### src/rtl/icache_linefill_ctrl_pkg.sv
// Shared types and geometry for the icache refill (linefill) path.
// Beat/line geometry is fixed here so the line buffer and the controller agree.
package toy_pack;

  localparam int ICACHE_INDEX_WIDTH     = 6;
  localparam int ICACHE_TAG_WIDTH       = 20;
  localparam int ICACHE_REQ_TXNID_WIDTH = 5;
  localparam int DATA_WIDTH             = 64;
  localparam int BEAT_NUM               = 4;
  localparam int LINE_WIDTH             = DATA_WIDTH * BEAT_NUM;

  typedef enum logic [1:0] {
    LF_IDLE,
    LF_COLLECT,
    LF_WRITE,
    LF_DONE
  } linefill_state_t;

  typedef struct packed {
    logic [ICACHE_REQ_TXNID_WIDTH-1:0] txnid;
    logic [DATA_WIDTH-1:0]             data;
    logic                              last;
  } rxdat_pld_t;

endpackage

### src/rtl/icache_linefill_buf.sv
// Refill line buffer: one register per beat slot, written at the current beat count.
// clr discards any partial line and rewinds the count to slot 0.
module icache_linefill_buf
  import toy_pack::*;
#(
  parameter int DW    = DATA_WIDTH,
  parameter int BEATS = BEAT_NUM,
  parameter int CNT_W = $clog2(BEATS) + 1
) (
  input  logic                       clk,
  input  logic                       rst_n,
  input  logic                       clr,
  input  logic                       wr_en,
  input  logic [DW-1:0]              wr_data,
  output logic [BEATS-1:0][DW-1:0]   line,
  output logic [CNT_W-1:0]           beat_cnt,
  output logic                       full
);

  localparam logic [CNT_W-1:0] FULL_CNT = CNT_W'(BEATS);

  assign full = (beat_cnt == FULL_CNT);

  // Count saturates at BEATS; it only rewinds through clr.
  always_ff @(posedge clk or negedge rst_n) begin
    if (!rst_n)                beat_cnt <= '0;
    else if (clr)              beat_cnt <= '0;
    else if (wr_en && !full)   beat_cnt <= beat_cnt + 1'b1;
  end

  for (genvar s = 0; s < BEATS; s++) begin : g_slot
    logic slot_we;
    assign slot_we = wr_en && !full && (beat_cnt == CNT_W'(s));

    always_ff @(posedge clk or negedge rst_n) begin
      if (!rst_n)       line[s] <= '0;
      else if (clr)     line[s] <= '0;
      else if (slot_we) line[s] <= wr_data;
    end
  end

endmodule

### src/rtl/icache_linefill_ctrl.sv
// Refill response controller: collects beats for one MSHR entry, writes the
// assembled line and tag into the RAMs, then pulses that entry's linefill_done.
module icache_linefill_ctrl
  import toy_pack::*;
#(
  parameter int MSHR_ENTRY_NUM = 8,
  parameter int TXNID_WIDTH    = ICACHE_REQ_TXNID_WIDTH,
  parameter int INDEX_WIDTH    = ICACHE_INDEX_WIDTH,
  parameter int TAG_WIDTH      = ICACHE_TAG_WIDTH
) (
  input  logic                                       clk,
  input  logic                                       rst_n,
  input  logic                                       rxdat_vld,
  output logic                                       rxdat_rdy,
  input  logic [TXNID_WIDTH-1:0]                     rxdat_txnid,
  input  logic [DATA_WIDTH-1:0]                      rxdat_data,
  input  logic                                       rxdat_last,
  input  logic [MSHR_ENTRY_NUM-1:0]                  entry_valid,
  input  logic [MSHR_ENTRY_NUM-1:0][INDEX_WIDTH-1:0] entry_index,
  input  logic [MSHR_ENTRY_NUM-1:0][TAG_WIDTH-1:0]   entry_tag,
  input  logic [MSHR_ENTRY_NUM-1:0]                  entry_way,
  output logic                                       dataram_wr_vld,
  input  logic                                       dataram_wr_rdy,
  output logic [INDEX_WIDTH-1:0]                     dataram_wr_index,
  output logic                                       dataram_wr_way,
  output logic [LINE_WIDTH-1:0]                      dataram_wr_data,
  output logic                                       tagram_wr_en,
  output logic [TAG_WIDTH-1:0]                       tagram_wr_tag,
  output logic [MSHR_ENTRY_NUM-1:0]                  linefill_done,
  output logic                                       protocol_err
);

  localparam int ENTRY_ID_W = (MSHR_ENTRY_NUM > 1) ? $clog2(MSHR_ENTRY_NUM) : 1;
  localparam int CNT_W      = $clog2(BEAT_NUM) + 1;
  localparam logic [CNT_W-1:0] LAST_SLOT = CNT_W'(BEAT_NUM - 1);

  linefill_state_t                 state, state_nxt;
  logic [ENTRY_ID_W-1:0]           rx_id, id_q;
  logic [INDEX_WIDTH-1:0]          index_q;
  logic [TAG_WIDTH-1:0]            tag_q;
  logic                            way_q;
  logic                            err_q, err_nxt;
  logic                            buf_wr, buf_clr, latch_entry;
  logic [CNT_W-1:0]                beat_cnt;
  logic                            buf_full;
  logic [BEAT_NUM-1:0][DATA_WIDTH-1:0] line;
  logic                            unused_sig;

  assign rx_id      = rxdat_txnid[ENTRY_ID_W-1:0];
  assign unused_sig = ^{rxdat_txnid, buf_full};

  icache_linefill_buf #(
    .DW    (DATA_WIDTH),
    .BEATS (BEAT_NUM),
    .CNT_W (CNT_W)
  ) u_buf (
    .clk      (clk),
    .rst_n    (rst_n),
    .clr      (buf_clr),
    .wr_en    (buf_wr),
    .wr_data  (rxdat_data),
    .line     (line),
    .beat_cnt (beat_cnt),
    .full     (buf_full)
  );

  always_ff @(posedge clk or negedge rst_n) begin
    if (!rst_n) begin
      state <= LF_IDLE;
      err_q <= 1'b0;
    end else begin
      state <= state_nxt;
      err_q <= err_nxt;
    end
  end

  // Entry attributes are captured once so MSHR-side changes cannot disturb an in-flight line.
  always_ff @(posedge clk or negedge rst_n) begin
    if (!rst_n) begin
      id_q    <= '0;
      index_q <= '0;
      tag_q   <= '0;
      way_q   <= 1'b0;
    end else if (latch_entry) begin
      id_q    <= rx_id;
      index_q <= entry_index[rx_id];
      tag_q   <= entry_tag[rx_id];
      way_q   <= entry_way[rx_id];
    end
  end

  always_comb begin
    state_nxt      = state;
    rxdat_rdy      = 1'b0;
    buf_wr         = 1'b0;
    buf_clr        = 1'b0;
    latch_entry    = 1'b0;
    err_nxt        = 1'b0;
    dataram_wr_vld = 1'b0;
    linefill_done  = '0;
    case (state)
      LF_IDLE: begin
        rxdat_rdy = 1'b1;
        if (rxdat_vld) begin
          if (!entry_valid[rx_id]) begin
            err_nxt = 1'b1;
          end else if (BEAT_NUM == 1) begin
            buf_wr      = 1'b1;
            latch_entry = 1'b1;
            err_nxt     = !rxdat_last;
            state_nxt   = LF_WRITE;
          end else if (rxdat_last) begin
            // Line ended on its first beat: nothing stored, nothing to abandon.
            err_nxt = 1'b1;
          end else begin
            buf_wr      = 1'b1;
            latch_entry = 1'b1;
            state_nxt   = LF_COLLECT;
          end
        end
      end
      LF_COLLECT: begin
        rxdat_rdy = 1'b1;
        if (rxdat_vld) begin
          if (rx_id != id_q) begin
            err_nxt = 1'b1;
          end else if (beat_cnt == LAST_SLOT) begin
            buf_wr    = 1'b1;
            err_nxt   = !rxdat_last;
            state_nxt = LF_WRITE;
          end else if (rxdat_last) begin
            err_nxt   = 1'b1;
            buf_clr   = 1'b1;
            state_nxt = LF_IDLE;
          end else begin
            buf_wr = 1'b1;
          end
        end
      end
      LF_WRITE: begin
        dataram_wr_vld = 1'b1;
        if (dataram_wr_rdy) state_nxt = LF_DONE;
      end
      LF_DONE: begin
        linefill_done[id_q] = 1'b1;
        buf_clr             = 1'b1;
        state_nxt           = LF_IDLE;
      end
      default: state_nxt = LF_IDLE;
    endcase
  end

  assign tagram_wr_en     = dataram_wr_vld & dataram_wr_rdy;
  assign dataram_wr_index = index_q;
  assign dataram_wr_way   = way_q;
  assign dataram_wr_data  = line;
  assign tagram_wr_tag    = tag_q;
  assign protocol_err     = err_q;

endmodule

### config.mk
export PLATFORM = sky130hd
export DESIGN_NAME = icache_linefill_ctrl
export DESIGN_NICKNAME = d
export VERILOG_FILES = /design/src/rtl/icache_linefill_ctrl_pkg.sv /design/src/rtl/icache_linefill_buf.sv /design/src/rtl/icache_linefill_ctrl.sv
export SDC_FILE = /design/constraint.sdc
export NUM_CORES = 1
export LEC_CHECK = 0
export BUFFER_PORTS_ARGS = -buffer_cell sky130_fd_sc_hd__clkbuf_2
export CORE_MARGIN = 5
export CORE_UTILIZATION = 25
export DETAILED_ROUTE_END_ITERATION = 8
export GPL_TIMING_DRIVEN = 0
export PLACE_DENSITY = 0.54
export SYNTH_ARGS = -nofsm -noshare
export SYNTH_HDL_FRONTEND = slang
export SYNTH_SLANG_ARGS = --single-unit
### constraint.sdc
create_clock -name clk -period 2.95 [get_ports clk]
set_input_delay 0.295 -clock clk [delete_from_list [all_inputs] [get_ports clk]]
set_output_delay 0.295 -clock clk [all_outputs]
set_load 0.01 [all_outputs]
Word level (Yosys, flattened, before mapping)
Index checks and enable logic that the tools add are counted.
Widths: inputs -> output; s select.

storage, ports and cells
  RAM bits = 0
  ROM bits = 0
  bits in latches = 0
  word-level logic and storage cells = 99
  register bits after elaboration = 292
  memories kept = 0

operators by class
  multiply operators = 0
  add/subtract/negate cells = 1
  multiplexer cells = 51
  reductions and logical operators = 17
  shift-type cells = 0
  bitwise logic cells = 1
  order comparisons = 3
  equality and inequality tests = 15
  div/mod/pow operators = 0

operators with widths
  operator             number
  $mux 64              8
  $bmux 20 s3          1
  $mux 1               21
  $mux 20              1
  $bmux 6 s3           1
  $mux 2               8
  $ne 2x2->1 const B   6
  $reduce_bool 2->1    5
  $lt 3x4->1 const B   2
  $mux 8               1
  $pmux 2 s4           1
  $reduce_and 7->1     1
  $bmux 1 s3           2
  $eq 3x2->1 const B   2
  $logic_and 1x1->1    6
  $mux 3               2
  $mux 6               1
  $pmux 1 s2           3
  $eq 2x2->1 const B   2
  $add 3x1->3 const B  1
  $demux 1 s3          1
  $eq 3x1->1 const B   1
  $eq 3x3->1 const B   1
  $ge 3x1->1 const B   1
  8 further kinds      9

Logic depth before layout (Yosys ltp)
Gate-level depths: netlist of run 1.

  depth in word-level cells = 9
  depth in mapped cells = 12
  mapped depth without buffers = 9

By module
A second synthesis of run 1 with hierarchy kept.

second synthesis, totals
  cell total of the unflattened synthesis = 1350
  area, all modules = 14242.4 um^2

by module, submodules not included
  module                times used  seq. area each (um^2)  area each (um^2)  cells an instance
  icache_linefill_buf   1           6481.2                 11016.8           1136
  icache_linefill_ctrl  1           825.8                  3225.6            214

Worst setup path before layout of run 1
OpenSTA, ideal clock, no wires.

  kind = reg-to-reg
  from = register u_buf.beat_cnt[0]
  to = register u_buf.line[53] (netlist bit)
  arrival time = 2.215 ns
  path slack = 0.604 ns
  library setup time = 0.132 ns
  period minus slack after synthesis = 2.346 ns
  stages on the path, launching flop included = 11
  data required time = 2.818 ns
  path buffers = 1
  cells stage by stage = dfrtp_1 -> ha_1 -> ha_1 -> inv_1 -> ha_1 -> nand4bb_1 -> nor4_4 -> nand2_1 -> clkbuf_1 -> nand4_1 -> o21ai_0

between the ends
  cells in the longest elaborated chain, start to end = 8
  elaborated cells between the ends (all ways) = 16
  classes of those cells = eq/ne: 2; mux: 9; reduce/logical: 5

RTL lines
  what                             RTL line                     text
  from (decl)                      icache_linefill_buf.sv:16    output logic [CNT_W-1:0] beat_cnt,
  from (signal assigned)           icache_linefill_buf.sv:28    else if (wr_en && !full) beat_cnt <= beat_cnt + 1'b1;
  $eq 3x2->1                       icache_linefill_ctrl.sv:127  end else if (beat_cnt == LAST_SLOT) begin
  $mux 1                           icache_linefill_ctrl.sv:127
  $mux 1                           icache_linefill_ctrl.sv:125  if (rx_id != id_q) begin
  $mux 1                           icache_linefill_ctrl.sv:124  if (rxdat_vld) begin
  $pmux 1 s2                       icache_linefill_ctrl.sv:101  case (state)
  $logic_and 1x1->1 (2 in series)  icache_linefill_buf.sv:33    assign slot_we = wr_en && !full && (beat_cnt == CNT_W'(s));
  $reduce_bool 2->1 (no line)      -
  to (signal, indexed assignment)  icache_linefill_buf.sv:38    else if (slot_we) line[s] <= wr_data;
  to (decl)                        icache_linefill_buf.sv:15    output logic [BEATS-1:0][DW-1:0] line,

Parallel ways exist; a longest one is shown, timed or not.
A chain may end at the register's enable or synchronous reset.

Worst setup path after layout of run 1
  from = register u_buf.beat_cnt[0]
  to = register u_buf.line[34] (netlist bit)

The elaborated chain is that of the path after synthesis.

==> results of run 1 <==
## synth_stat cells, types with 5 or more instances
master    instances  area [sq um]
inv_1            72         270.3
o21ai_0         165         825.8
nor2_1           37         138.9
buf_2            15         75.07
mux2i_1          96         960.9
mux4_2           54          1216
nand4_1         195          1220
o21ai_1          28         140.1
clkbuf_1         87         326.6
nor2b_1           5         31.28
buf_4             7         52.55
a21oi_1          28         140.1
nand2_1          76         285.3
ha_1              7         87.58
buf_1             7         26.28
dfrtp_1         292          7307
## per-layer routing
| layer | share of wire, % | vias up | global-route usage, % | wire length [microns] |
|---|---|---|---|---|
| li1 | - | 5778 | - | - |
| met1 | 38 | 6529 | 24.28 | 24520 |
| met2 | 51 | 595 | 37.58 | 32650 |
| met3 | 6.9 | 128 | 5.234 | 4438 |
| met4 | 4.6 | 0 | 9.080 | 2951 |
| met5 | 0 | - | 0 | 0 |
## kinds of logic after synthesis
family	after synthesis	share of synthesized area, %
and+or+nand+nor	336	13.72
DFF	292	54.39
AOI/OAI and AO/OA	232	8.913
buffers and inverters	188	5.588
muxes	154	16.54
adders and majority gates	7	0.6519
xor gates and xnor gates	3	0.1956
## worst paths after layout
path | from | to | depth (start not counted)
max in group asynchronous | rst_n | tagram_wr_tag[11] | 3
min in group asynchronous | rst_n | u_buf.line[36] | 2
worst min-delay path | rxdat_data[33] | u_buf.line[225] | 3
worst max register to register | u_buf.beat_cnt[0] | u_buf.line[34] | 10
worst max-delay path | u_buf.beat_cnt[0] | u_buf.line[34] | 10
worst min register to register | u_buf.line[189] | u_buf.line[189] | 2
## state kept, by name (all words and copies together), names as in the netlist, named ones only
register,cells
protocol_err,1
u_buf.beat_cnt,3
u_buf.line,256
dataram_wr_index,6
dataram_wr_way,1
state,1
tagram_wr_tag,20
id_q,3
## metrics by stage
step | cells | instance area [sq um] | utilization, % | hold slack (ns)
5_1_grt | 2589 | 18840 | 35.21 | 0.06446
6_report | 2590 | 18840 | 35.21 | 0.06605
3_5_place_dp | 2498 | 17310 | 32.36 | 0.4948
4_1_cts | 2569 | 18640 | 34.85 | 0.03821
3_3_place_gp | 2496 | 17250 | 32.24 | 0.4951
2_1_floorplan | 1212 | 13430 | - | -0.0005911
## cell type report
class	instances	area share [%]
Antenna cell	10	0.1328
Clock inverter	11	0.7638
Sequential cell	292	38.79
Timing Repair Buffer	607	16.89
Multi-Input combinational cell	733	28.83
Clock buffer	53	5.772
Inverter	72	1.435
Buffer	116	2.770
Tap cell	696	4.623
## cells in the final DEF, fill, tap and decap left out, types with 4 or more instances in the layout
cell type	instances
mux2i_1	96
buf_1	6
mux4_2	54
buf_2	13
clkbuf_16	38
dlygate4sd3_1	4
nand3_1	4
mux2_2	4
inv_1	72
nand2_1	73
nor2_1	37
o21ai_1	28
ha_1	7
clkbuf_8	9
a21oi_1	28
and2_1	4
clkbuf_1	73
clkinv_2	6
buf_4	18
nand4_1	195
clkbuf_2	607
dfrtp_1	292
diode_2	10
nor2b_1	5
o21ai_0	165
## critical path: cells and delay by family, from the launching register on
kind,cells,cell delay [ns]
buf+inv,3,0.72
compound gates,2,0.64
fa+ha+maj,3,0.59
flops,1,0.42
simple gates,2,0.25
## repair_timing
item,CTS,global route
endpoints found under the setup margin,197,243
hold buffers,4,0
hold endpoints to repair,105,0
setup buffers,3,10
pin swaps,1,2
resized for setup,15,36
cloned,0,1
## power breakdown
group	total, mW	switching [mW]	leakage, nW	internal (mW)
Clock	4.60	1.78	0.607	2.82
Combinational	2.24	1.36	5.36	0.882
Sequential	4.76	0.322	3.98	4.44
Total	11.6	3.47	9.95	8.14
==> results.yml, run 1 <==
clock_tree:
  clk_latency_ns: 0.54
  clockRootBuffer: "clkbuf_16"
  clockBufferDepth: 3
  cts_tree: "done"
  clkSlewWorstSetupHoldPaths_ns: 0.06
  cts_sinks: 292
  cts_made_buffers: 36
  ctsHtreeMaxLevel: 2
floorplan:
  io_pins: 593
  die_w_microns: 241.8
  num_rows: 85
  fp.coreArea_sq_mm: 0.05350
  die_area_sq_mm: 0.05847
  start_util_pct: 25.11
  die_h_microns: 241.8
run_status:
  status: "completed"
synth:
  netlist_area_sq_mm: 0.01343
  syn-num-nets: 1517
  synth_edf_count: 0
  synthArstFlopShare_pct: 100.0
  seq_area_frac_synth_pct: 54.39
  yosysWarnings: 0
  ys.flop_type: "dfrtp_1"
  synth.avg_cell_area_sq_um: 11.08
  ys_ff_latch: 292
  syn_inst: 1212
  synthDistinctLibCells: 37
placement:
  pre_cts_ws_ns: -0.6046
  place.gp.congestion: 0.9034
  dpl.hpwl_mm: 50.19
  port-buffer-count: 588
final_layout:
  regArea_sq_mm: 0.007307
  area_growth_pct: 40.23
  fillers: 5506
  drive_above_1_share_pct: 41.03
  nNetsFinal: 2163
  multi_input_area_sq_mm: 0.005430
power_and_ir_drop:
  power_density_mw_per_mm2: 616.1
  power_mw: 11.61
  ir_drop_mv: 0.2952
  p_leak_nw: 9.952
routing:
  drtIter0Drc: 779
  routedWlPerCell_microns: 24.92
  wl_mm: 64.56
  drt.antenna.violating_nets: 0
  drt-vias-per-instance: 5.031
  drc: 0
  firstDrtPassIters: 5
  vias: 13030
global_route:
  grt_max_degree: 105
  grt_pass1_wl_mm: 93.63
  gr-usage-all-layers_pct: 21.16
  overflow: 0
  grt_pass1_vias: 13700
  grt_antenna_before_repair: 19
critical_path:
  worstSetupPathType: "flip-flop to flip-flop"
  max_stage_delay_ns: 0.49
  required_ns: 3.35
  crit_path_max_fanout: 10
  ff2ff_setup_slack_ns: 0.20
  worstPathCellList: "ha_1 > ha_1 > inv_1 > ha_1 > nand4bb_1 > nor4_4 > buf_4 > o21ai_4 > clkbuf_1 > o21ai_0"
  arrival_ns: 3.15
  critPathSlowestCell: "o21ai_4"
  endpoint_kind: "flip-flop"
  cpMostUsedCell: "ha_1"
  cp-start-kind: "flip-flop"
sta:
  tightestPinTransition_ns: 0.9934
  fin_crit_ns: 2.749
  skew_ns: 0.02878
  fin_crit_sh_pct: 93.19
  rsz0062_at_grt: "no"
  relSlewSlack_pct: 33.78
  maxSlewViolCount: 0
  max_freq_ghz: 0.3638
  finalHoldViolCount: 0
  setup_violations: 0
  finalSetupTns_ns: 0
  worst_slack_ns: 0.2010
min_path:
  min_path_type: "primary input to flip-flop"
run:
  cap_violations: 0
Power figures use the tool's default switching activity.
==> run 2: changes to the inputs <==
RECOVER_POWER = 100   (was unset)
clock period = 3.28 ns   (was 2.95 ns; I/O delays follow)
==> run 2 against run 1 <==
Compared with the run above: the flow now finishes with violations (max-capacitance violations, max-slew violations); sequential power down 10%; fmax down 12%; clock skew decreased by 0.0031 ns; critical path depth is the same; core utilization is 1.1 points lower; wire length down 0.51%; critical path type unchanged.
==> results.yml, run 2 (synthesis results as in run 1) <==
routing:
  drtIter0Drc: 758
  drt.antenna.violating_nets: 0
  drc: 0
  vias: 12950
  drt-vias-per-instance: 5.026
  routedWlPerCell_microns: 24.93
  wl_mm: 64.23
  firstDrtPassIters: 8
final_layout:
  area_growth_pct: 35.89
  final_cell_mix: "384 x clkbuf_1, 304 x clkbuf_2, 292 x dfrtp_1"
  final_area_sq_mm: 0.01826
  layout_commonest_cell: "clkbuf_1"
  top_register: "u_buf.line"
  fillers: 5689
  largest_reg_flops: 256
  drive_above_1_share_pct: 24.16
  utilization_pct: 34.13
  nNetsFinal: 2150
floorplan:
  io_pins: 593
  die_h_microns: 241.8
  die_area_sq_mm: 0.05847
  num_rows: 85
  fp.coreArea_sq_mm: 0.05350
  die_w_microns: 241.8
  start_util_pct: 25.11
global_route:
  grt_max_degree: 105
  grt_antenna_before_repair: 19
  gr-usage-all-layers_pct: 21.14
  overflow: 0
  grt_pass1_vias: 13670
  grt_pass1_wl_mm: 93.53
critical_path:
  required_ns: 3.67
  crit_path_max_fanout: 10
  endpoint_kind: "flip-flop"
  cp-start-kind: "flip-flop"
  worstSetupPathType: "flip-flop to flip-flop"
  timing.rr.start: "u_buf.beat_cnt[0]"
  cp-startpoint: "u_buf.beat_cnt[0]"
  arrival_ns: 3.52
sta:
  rsz0062_at_grt: "no"
  relSlewSlack_pct: -5.153
  finalHoldViolCount: 0
  skew_ns: 0.02565
  maxSlewViolCount: 103
  fin_crit_ns: 3.123
  max_freq_ghz: 0.3202
  fin_crit_sh_pct: 95.22
  setup_violations: 0
  finalSetupTns_ns: 0
  whs_ns: 0.04396
  tightestPinTransition_ns: 1.577
clock_tree:
  clockBufferDepth: 3
  clk_latency_ns: 0.54
  clockRootBuffer: "clkbuf_16"
  clkSlewWorstSetupHoldPaths_ns: 0.06
  ctsHtreeMaxLevel: 2
  cts_tree: "done"
  cts_sinks: 292
  cts_made_buffers: 36
run_status:
  violations: "max-capacitance violations, max-slew violations"
  status: "complete, but fails checks"
power_and_ir_drop:
  p_int_mw: 7.211
  ir_drop_mv: 0.2621
  p_leak_nw: 8.780
  switchingPower_mw: 3.101
  combPwrFrac_pct: 18.4
  clkPwrFrac_pct: 40.1
  power_density_mw_per_mm2: 564.8
  p_sw_share_pct: 30.07
  p_seq_share_pct: 41.5
placement:
  place.gp.congestion: 0.9034
  place_area_sq_mm: 0.01731
  port-buffer-count: 588
  dpl.hpwl_mm: 50.19
min_path:
  min_path_type: "primary input to flip-flop"
  worstHoldStart: "rxdat_data[37]"
run:
  cap_violations: 1
[run 2: cell count changes in the layout (fill, tap and decap cells not counted), moves of 2 or more]
| cell | previous run | this run |
|---|---|---|
| buf_4 | 18 | 6 |
| buf_2 | 13 | 10 |
| dlygate4sd3_1 | 4 | 2 |
| nand2_2 | 0 | 3 |
| clkbuf_4 | 2 | 5 |
| o21ai_1 | 28 | 6 |
| nand2_4 | 3 | 0 |
| o21ai_0 | 165 | 187 |
| clkbuf_2 | 607 | 304 |
| clkbuf_1 | 73 | 384 |
| o21ai_4 | 3 | 1 |
| buf_12 | 3 | 0 |
[run 2: per-layer routing]
layer,part of all wire [%],global-route usage [%],wire length (microns)
met1,38,24.27,24130
met2,51,37.53,32530
met3,6.8,5.234,4365
met4,4.9,9.080,3174
met5,0.042,0,27
[run 2: through the flow]
stage	instances	setup slack, ns	power, mW
after floorplan	1212	0.9339	5.211
after global placement	2496	-4.510	6.301
after detailed placement	2498	-0.2746	6.348
after CTS	2564	-0.03414	10.54
after global routing	2576	0.005442	10.78
final	2576	0.1568	10.31
[run 2: area by class of cell]
type | count | area [sq um] | area share, %
Sequential cell | 292 | 7307 | 40.02
Clock buffer | 53 | 1087 | 5.956
Antenna cell | 9 | 22.52 | 0.1234
Inverter | 72 | 270.3 | 1.480
Buffer | 116 | 488.0 | 2.673
Tap cell | 696 | 870.8 | 4.770
Multi-Input combinational cell | 732 | 5391 | 29.53
Timing Repair Buffer | 595 | 2675 | 14.65
Clock inverter | 11 | 143.9 | 0.7882
[run 2: path summary, 6_finish.rpt]
kind,to,depth (start not counted),slack [ns]
setup / recovery,u_buf.line[7],10,0.16
hold / removal,u_buf.line[165],3,0.04
setup reg to reg,u_buf.line[7],10,0.16
hold reg to reg,u_buf.line[89],2,0.51
max in group asynchronous,u_buf.beat_cnt[0],3,1.27
min in group asynchronous,u_buf.line[36],2,0.76
[run 2: repair_timing]
item | CTS | global route
resized for setup | 3 | 19
endpoints found under the hold margin | 103 | 0
buffers inserted | 0 | 3
pin swaps | 0 | 1
setup endpoints to repair | 21 | 143
hold buffers | 2 | 0
[run 2: power by group through the flow]
stage | Clock [mW] | Combinational, mW | Sequential [mW]
after CTS | 4.24 | 2.02 | 4.28
final | 4.13 | 1.90 | 4.28
after global placement | 0 | 1.97 | 4.33
after detailed placement | 0 | 2.01 | 4.34
after floorplan | 0 | 0.775 | 4.44
after global routing | 4.39 | 2.08 | 4.32
[run 2: critical path, stage by stage, from the launching register on]
cell and delay [ns]:
dfrtp_1 0.42, ha_1 0.22, ha_1 0.20, inv_1 0.11, ha_1 0.17, nand4bb_1 0.17, nor4_4 0.06, buf_4 0.20
o21ai_2 0.80, clkbuf_1 0.46, o21ai_0 0.19
==> run 3: changes to the inputs <==
HOLD_SLACK_MARGIN = 0.05   (was unset)
MAX_ROUTING_LAYER = met4   (was unset)
SLEW_MARGIN = 20   (was unset)
==> run 3 against run 2 <==
Compared with the run above: the flow still finishes with violations (max-capacitance violations, max-slew violations); count of clock-buffer cells in the layout is 6 lower; sequential power hardly changed; worst setup slack better by 0.069 ns; fmax is 2.3% higher; flip-flop and latch count stayed put; clock skew is 0.013 ns lower; non-clock buffer count is 5 higher; total power is 1.4% lower; core utilization is 0.063 points lower; clock power is 4% lower.
==> results.yml, run 3 (synthesis results as in run 1) <==
routing:
  routedWlPerCell_microns: 24.88
  firstDrtPassIters: 5
  vias: 13020
  drtIter0Drc: 818
  drc: 0
  drt.antenna.violating_nets: 0
  wl_mm: 64.14
  drt-vias-per-instance: 5.051
clock_tree:
  clockBufferDepth: 3
  cts_sinks: 292
  clockRootBuffer: "clkbuf_16"
  clk_latency_ns: 0.55
  cts_tree: "done"
  clkSlewWorstSetupHoldPaths_ns: 0.06
  cts_made_buffers: 35
  ctsHtreeMaxLevel: 2
sta:
  skew_ns: 0.01268
  whs_ns: 0.08488
  relSlewSlack_pct: -1.709
  fin_crit_ns: 3.054
  maxSlewViolCount: 54
  max_freq_ghz: 0.3274
  setup_violations: 0
  finalHoldViolCount: 0
  fin_crit_sh_pct: 93.11
  tightestPinTransition_ns: 1.526
floorplan:
  die_h_microns: 241.8
  num_rows: 85
  die_w_microns: 241.8
  start_util_pct: 25.11
  fp.coreArea_sq_mm: 0.05350
  die_area_sq_mm: 0.05847
  io_pins: 593
min_path:
  hold_depth: 3
  worstHoldStart: "rxdat_data[32]"
  whs_endpoint: "u_buf.line[224]"
  min_path_type: "primary input to flip-flop"
final_layout:
  fillers: 5673
  final_area_sq_mm: 0.01822
  layout_commonest_cell: "clkbuf_1"
  top_register: "u_buf.line"
  largest_reg_flops: 256
  final_cell_mix: "388 x clkbuf_1, 304 x clkbuf_2, 292 x dfrtp_1"
  nNetsFinal: 2154
  area_growth_pct: 35.64
  multi_input_area_sq_mm: 0.005399
  drive_above_1_share_pct: 23.96
  regArea_sq_mm: 0.007307
global_route:
  grt_max_degree: 89
  grt_pass1_wl_mm: 93.52
  overflow: 0
  gr-usage-all-layers_pct: 21.72
  grt_antenna_before_repair: 17
  grt_pass1_vias: 13660
critical_path:
  worstSetupPathType: "flip-flop to flip-flop"
  timing.rr.start: "u_buf.beat_cnt[1]"
  endpoint_kind: "flip-flop"
  crit_path_max_fanout: 10
  ff2ff_setup_slack_ns: 0.23
  cp-start-kind: "flip-flop"
  required_ns: 3.70
  r2r-end: "u_buf.line[68]"
  arrival_ns: 3.47
  reg2reg_depth: 8
power_and_ir_drop:
  ir_drop_mv: 0.2893
  power_density_mw_per_mm2: 557.8
  p_leak_nw: 8.757
  power_mw: 10.16
placement:
  place.gp.congestion: 0.9212
  port-buffer-count: 588
  place_area_sq_mm: 0.01735
  dpl.hpwl_mm: 50.39
run_status:
  violations: "max-capacitance violations, max-slew violations"
  status: "complete, but fails checks"
run:
  cap_violations: 1
==> run 3: cell count changes in the layout (fill, tap and decap cells not counted), moves of 3 or more <==
cell | before | now
o21ai_0 | 187 | 191
o21ai_1 | 6 | 2
clkbuf_8 | 8 | 4
clkbuf_16 | 38 | 35
clkbuf_1 | 384 | 388
==> run 3: layout make-up <==
class                   count  area share [%]
clock buffers              47           5.273
multi-input cells         732           29.63
well taps                 696           4.779
flip-flops and latches    292           40.10
diodes                      8          0.1099
plain buffers             116           2.698
inverters                  72           1.483
clock inverters            15           1.064
repair buffers            600           14.87
==> run 3: worst max path at each step <==
| stage | from | to | cells past startpoint |
|---|---|---|---|
| 3_3_place_gp | rst_n | dataram_wr_index[3] | 1 |
| 6_report | u_buf.beat_cnt[1] | u_buf.line[68] | 8 |
| 2_1_floorplan | u_buf.beat_cnt[0] | u_buf.line[53] | 10 |
| 3_5_place_dp | u_buf.beat_cnt[0] | u_buf.line[70] | 12 |
| 5_1_grt | u_buf.beat_cnt[0] | u_buf.line[7] | 10 |
| 4_1_cts | u_buf.beat_cnt[0] | u_buf.line[54] | 10 |
==> run 3: report_power, final <==
part,switching (mW),total (mW),internal (mW)
combinational,1.22,1.90,0.687
clock,1.65,3.98,2.33
sequential,0.292,4.28,3.99
==> run 3: layer usage <==
layer	vias up	track usage, %	routed length (microns)
met3	126	4.340	3887
met4	0	8.644	2936
met2	610	37.39	32530
li1	5747	-	-
met5	-	-	0
met1	6538	25.01	24780
==> run 3: repair_timing <==
item	in CTS	in global routing
hold buffers	4	0
pin swaps	0	1
buffers inserted	0	4
hold endpoints to repair	56	0
endpoints found under the setup margin	60	148
gates resized for setup	4	15
==> run 3: critical path: stages, from the launching register on <==
cell      delay (ns)
dfrtp_1         0.41
inv_1           0.10
ha_1            0.16
nor2b_1         0.32
and2_1          0.17
nand4_1         0.76
clkbuf_1        0.63
nand4_1         0.23
o21ai_0         0.11
==> run 3: metrics by stage <==
| step | setup TNS (ns) | setup WS [ns] | instances | utilization, % |
|---|---|---|---|---|
| final | 0 | 0.2258 | 2578 | 34.06 |
| after floorplan | 0 | 0.9339 | 1212 | - |
| after global placement | -1308.65 | -4.510 | 2496 | 32.24 |
| after CTS | -1.920 | -0.07312 | 2566 | 34.69 |
| after global routing | -0.001359 | -0.001359 | 2578 | 34.06 |
| after detailed placement | -4.473 | -0.2921 | 2500 | 32.44 |
